$ cat src/rtl/param_reg_fifo.sv
// Register-based FIFO with show-ahead read data, registered status flags and sticky error flags.
// Optional empty-FIFO write-to-read bypass when PARAM_REG_FIFO_BYPASS_EN is defined.
module param_reg_fifo #(
    parameter int WIDTH  = 8,
    parameter int DEPTH  = 4,
    parameter int AF_LVL = DEPTH - 1
) (
    input  logic                         clk,
    input  logic                         rst,
    input  logic                         iWrEn,
    input  logic [WIDTH-1:0]             iWrDat,
    input  logic                         iRdEn,
    output logic                         oFul,
    output logic                         oAlmFul,
    output logic                         oEmpty,
    output logic [$clog2(DEPTH+1)-1:0]   oCnt,
    output logic [WIDTH-1:0]             oRdDat,
    output logic                         oOvf,
    output logic                         oUdf
);

    localparam int AW = $clog2(DEPTH);
    localparam int CW = $clog2(DEPTH + 1);
    localparam logic [CW-1:0] FULL_CNT = CW'(DEPTH);
    localparam logic [CW-1:0] AF_CNT   = CW'(AF_LVL);

    logic [WIDTH-1:0] mem_q [DEPTH];
    logic [AW-1:0]    wr_ptr_q, wr_ptr_d;
    logic [AW-1:0]    rd_ptr_q, rd_ptr_d;
    logic [CW-1:0]    cnt_q, cnt_d;
    logic             full_q, empty_q, alm_ful_q;
    logic             ovf_q, ovf_d;
    logic             udf_q, udf_d;
    logic             wr_acc, rd_acc;
    logic             byp_take;

`ifdef PARAM_REG_FIFO_BYPASS_EN
    // A word written and read in the same cycle while empty never touches storage.
    assign byp_take = empty_q & iWrEn & iRdEn;
    assign oRdDat   = (empty_q & iWrEn) ? iWrDat : mem_q[rd_ptr_q];
`else
    assign byp_take = 1'b0;
    assign oRdDat   = mem_q[rd_ptr_q];
`endif

    // NOTE: every signal gets a default at the top of always_comb so no latch can be inferred.
    always_comb begin
        wr_acc   = iWrEn & ~full_q & ~byp_take;
        rd_acc   = iRdEn & ~empty_q;
        wr_ptr_d = wr_ptr_q;
        rd_ptr_d = rd_ptr_q;
        cnt_d    = cnt_q;
        ovf_d    = ovf_q | (iWrEn & full_q);
        udf_d    = udf_q | (iRdEn & empty_q & ~byp_take);

        if (wr_acc) wr_ptr_d = wr_ptr_q + AW'(1);
        if (rd_acc) rd_ptr_d = rd_ptr_q + AW'(1);

        unique case ({wr_acc, rd_acc})
            2'b10:   cnt_d = cnt_q + CW'(1);
            2'b01:   cnt_d = cnt_q - CW'(1);
            default: cnt_d = cnt_q;
        endcase
    end

    // Flags are derived from the next count so they stay aligned with oCnt.
    always_ff @(posedge clk or posedge rst) begin
        if (rst) begin
            wr_ptr_q  <= '0;
            rd_ptr_q  <= '0;
            cnt_q     <= '0;
            full_q    <= 1'b0;
            empty_q   <= 1'b1;
            alm_ful_q <= 1'b0;
            ovf_q     <= 1'b0;
            udf_q     <= 1'b0;
        end else begin
            wr_ptr_q  <= wr_ptr_d;
            rd_ptr_q  <= rd_ptr_d;
            cnt_q     <= cnt_d;
            full_q    <= (cnt_d == FULL_CNT);
            empty_q   <= (cnt_d == '0);
            alm_ful_q <= (cnt_d >= AF_CNT);
            ovf_q     <= ovf_d;
            udf_q     <= udf_d;
        end
    end

    // NOTE: storage has no reset; its content is only observable after a write, so a reset would be wasted logic.
    always_ff @(posedge clk) begin
        if (wr_acc) mem_q[wr_ptr_q] <= iWrDat;
    end

    assign oFul    = full_q;
    assign oAlmFul = alm_ful_q;
    assign oEmpty  = empty_q;
    assign oCnt    = cnt_q;
    assign oOvf    = ovf_q;
    assign oUdf    = udf_q;

endmodule

$ cat config.mk
export PLATFORM = sky130hd
export DESIGN_NAME = param_reg_fifo
export DESIGN_NICKNAME = d
export VERILOG_FILES = /design/src/rtl/param_reg_fifo.sv
export SDC_FILE = /design/constraint.sdc
export NUM_CORES = 1
export LEC_CHECK = 0
export CELL_PAD_IN_SITES_DETAIL_PLACEMENT = 0
export CELL_PAD_IN_SITES_GLOBAL_PLACEMENT = 1
export CORE_MARGIN = 2
export CORE_UTILIZATION = 40
export CTS_CLUSTER_DIAMETER = 40
export DETAILED_ROUTE_END_ITERATION = 10
export PLACE_DENSITY_LB_ADDON = 0.05
export SYNTH_ARGS = -nofsm -noshare
export SYNTH_HDL_FRONTEND = slang
export SYNTH_SLANG_ARGS = --single-unit
$ cat constraint.sdc
create_clock -name clk -period 3.9 [get_ports clk]
set_input_delay 0.585 -clock clk [delete_from_list [all_inputs] [get_ports clk]]
set_output_delay 0.585 -clock clk [all_outputs]
set_load 0.02 [all_outputs]
# Word-level counts from Yosys, hierarchy flattened
# Memory sizes are Yosys's and may differ from the RTL's.
# Index checks and enable logic that the tools add are counted.
# word_totals
memories,1
ram_bits,32
out_inout_bits,16
regBits,12
input_bits,12
# classes
n_eq_ne,3
n_reduce_logical,1
add_sub_neg,4
order_cmp,1
n_mux,3
n_bitwise,8
# memory_table
name,depth,width,read_ports,rd_ports_with_merged_regs,write_ports,line_no,rtl
mem_q,4,8,1,0,1,27,logic [WIDTH-1:0] mem_q [DEPTH];
# ops
op,count
$pmux W3 S2,1
$add A2 B1 Y2 const B,2
$and A1 B1 Y1,4
$add A3 B1 Y3 const B,1
$eq A3 B3 Y1 const B,1
$ge A3 B2 Y1 const B,1
$logic_not A3 Y1,1
$sub A3 B1 Y3 const B,1
$eq A2 B1 Y1 const B,1
$eq A2 B2 Y1 const B,1
$mux W1,2
$not A1 Y1,2
$or A1 B1 Y1,2

# Longest topological paths before layout
# depth
word_depth,5
ltp_mapped,9
ltp_nobuf,8

# Worst setup path before layout
# No wires, ideal clock.
# synth_timing
kind,input port to flip-flop
start,input iWrEn
end,"register full_q, in the netlist oFul"
required_ns,3.831
setup_ns,0.069
t_arrival_ns,2.208
cell_stages,9
setup_slack_ns,1.623
cell_sequence,nor2b_1 clkbuf_1 inv_1 ha_1 inv_1 fa_1 and3b_1 or3b_1 nand3_1
# synth_between
elab_chain_cells,4
word_cells_on_any_way,5
classes_between,eq/ne (3); mux (1); bitwise (1)
# synth_lines
element,line_no,rtl
"start, declared",10,"input logic iWrEn,"
$and A1 B1 Y1 (*),48,wr_acc = iWrEn & ~full_q & ~byp_take;
$eq A2 B1 Y1 / $eq A2 B2 Y1 (equally long branches),59,"unique case ({wr_acc, rd_acc})"
$pmux W3 S2 (*),59,
$eq A3 B3 Y1 (*),81,full_q <= (cnt_d == FULL_CNT);
"end signal, assigned",81,
"end, declared",31,"logic full_q, empty_q, alm_ful_q;"
# Every way passes the cells marked *; elsewhere a longest branch is shown, timed or not.
# A chain may end at the register's enable or synchronous reset.

# Worst setup path in the final report
# layout_timing
start,register rd_ptr_q[0]
end,output oRdDat[7]
# layout_between
elab_chain_cells,1
# layout_lines
element,line_no,rtl
"start, declared",29,"logic [AW-1:0] rd_ptr_q, rd_ptr_d;"
"start signal, assigned",79,rd_ptr_q <= rd_ptr_d;
$mem_v2 Z4 W8,-,
"end, declared",17,"output logic [WIDTH-1:0] oRdDat,"
# Every way passes these cells.

==> out/metrics.yaml <==
numCtsBuffers: 5
status: "finished, final reports clean"
cts-root-buf: "clkbuf_8"
yosysSeqAreaShare: 0.714
firstDrtPassIters: 4
synthFlopType: "edfxtp_1"
powerDensity_mw_per_mm2: 743
areaGrowthSynthToFinish_pct: 22.8
final_area_sq_mm: 0.00217
drive_gt1_frac: 0.130
yosys.cell_types.count: 26
dr_wl_met3_microns: 113
antenna_cells: 0
place_hpwl_mm: 2.02
nets: 148
drv_slew: 0
drt_wl_total_mm: 2.94
vdd.ir_drop.worst_mv: 0.313
placed_area_sq_mm: 0.00209
max_freq_mhz: 362
grt_usage: 0.133
worstPathRequired_ps: 3310
grt_pass1_vias: 955
cp-start-kind: "register"
vias: 901
final_common_cell: "edfxtp_1"
ys_async_sr_fraction: 0.273
p_leak_nw: 0.794
routabilityCongestion: 0.805
maxCapViolCount: 0
relSlewSlack: 0.593
fin_worst_skew_ps: 5.55
drc: 0
wl_per_cell_microns: 16.1
io_buffers: 27
start_util: 0.412
cts_resized: 0
cp-end-kind: "output port"
fin_crit_sh: 0.709
grt_pass1_wl_mm: 4.79
pin_count: 28
dpl.cell_count: 175
cts_tree: "built"
viasPerCell: 4.92
drt_iter0_drc: 42
grt_max_degree: 14
cts_buffer_depth: 2
synthCells: 99
rsz0062_at_grt: "false"
die_y_microns: 70.5
ys_ff_latch: 44
grt-ovfl-total: 0
tightestPinTransition_ps: 610
fin_crit_ps: 2760
crit_fanout: 10
final_cell_mix: "edfxtp_1, clkdlybuf4s50_1, dfrtp_1"
hold_viol: 0
finalSetupViolCount: 0
synth_edf_count: 32
cp.arrival_ps: 2180
top_layer_used: "met4"
htreeDepth: 2
path_class: "reg -> out"
met2_length_mm: 1.48
clk_latency_ps: 290
ctsHoldBuffers: 0
netlist_area_sq_mm: 0.00177
post_cts_buffers: 0
path_clk_slew_ps: 80
avgSynthCellArea_sq_um: 17.9
final.setup.tns_ps: 0
clock-sinks: 44
synth_nets: 117
met1_length_mm: 1.31
die-area_sq_mm: 0.00497
antenna_found_initial: 0
rows: 24
ant_nets: 0
die_x_microns: 70.5
synth_warnings: 0
final_cells: 183
min_path_type: "reg -> reg"
core_area_sq_mm: 0.00429
report_power, final:
part | leakage [nW] | switching, mW | internal [mW]
Sequential | 0.430 | 0.0983 | 0.626
Combinational | 0.326 | 0.296 | 0.321
Clock | 0.0388 | 0.146 | 0.124
path summary, 6_finish.rpt:
kind                                         startpoint               end  slack (ps)  depth (start not counted)
min in group asynchronous                           rst    oOvf$_DFF_PP0_         620                          2
worst min register to register           oUdf$_DFF_PP0_    oUdf$_DFF_PP0_         460                          1
worst max register to register           oFul$_DFF_PP0_    oFul$_DFF_PP0_        1740                          8
worst min-delay path                     oUdf$_DFF_PP0_    oUdf$_DFF_PP0_         460                          1
worst max-delay path            rd_ptr_q[0]$_DFFE_PP0N_         oRdDat[7]        1140                          2
max in group asynchronous                           rst  oEmpty$_DFF_PP1_        2930                          2
Yosys cell counts (2+ instances only):
master	instances	area, sq um
a21o_1	2	15.0
and2_1	4	25.0
dfrtp_1	11	275
edfxtp_1	32	961
ha_1	5	62.6
inv_1	7	26.3
mux4_2	8	180
nand2_1	4	15.0
nand3_1	3	15.0
nor2b_1	2	12.5
o21ai_0	3	15.0
xnor2_1	3	26.3
xor2_1	2	17.5
cells by family (layout without fill, tap and decap cells):
group	after synthesis	count (layout)	share of synthesized area
AO/OA/AOI/OAI	6	6	0.0226
XOR/XNOR	5	5	0.0248
adder cells (fa/ha/maj)	6	6	0.0467
buffers and inverters	10	42	0.0241
flip-flops	44	44	0.714
multiplexers	8	8	0.102
AND/OR/NAND/NOR	20	20	0.0658
state kept, by name, indices dropped and copies added (netlist names):
signal    count
mem_q        32
oCnt          3
rd_ptr_q      2
wr_ptr_q      2
oAlmFul       1
oEmpty        1
oFul          1
oOvf          1
oUdf          1
critical path, stage by stage (launching register included):
cell and delay, ps:
dfrtp_1 740, mux4_2 590, clkdlybuf4s50_1 560
final cells by class:
cell class              count  area (sq um)
multi-input cells          45           463
repair buffers             27           270
flip-flops and latches     44          1260
clock inverters             2          11.3
well taps                  52          65.1
clock buffers               6          72.6
fillers                   372          2120
inverters                   7          26.3
metrics by stage:
step	utilization	setup slack (ps)	hold WS [ps]	power, mW
after floorplan	-	1620	449	1.11
after global placement	0.486	1100	439	1.36
after detailed placement	0.486	1030	447	1.37
after CTS	0.506	1060	463	1.64
after global routing	0.506	1020	496	1.72
final	0.506	1140	461	1.61
layer usage:
layer / track usage / vias up
met5: 0 / -
met4: 0.0513 / 0
met2: 0.218 / 22
met1: 0.160 / 449
met3: 0.0462 / 6
li1: - / 424
Power figures use the tool's default switching activity.
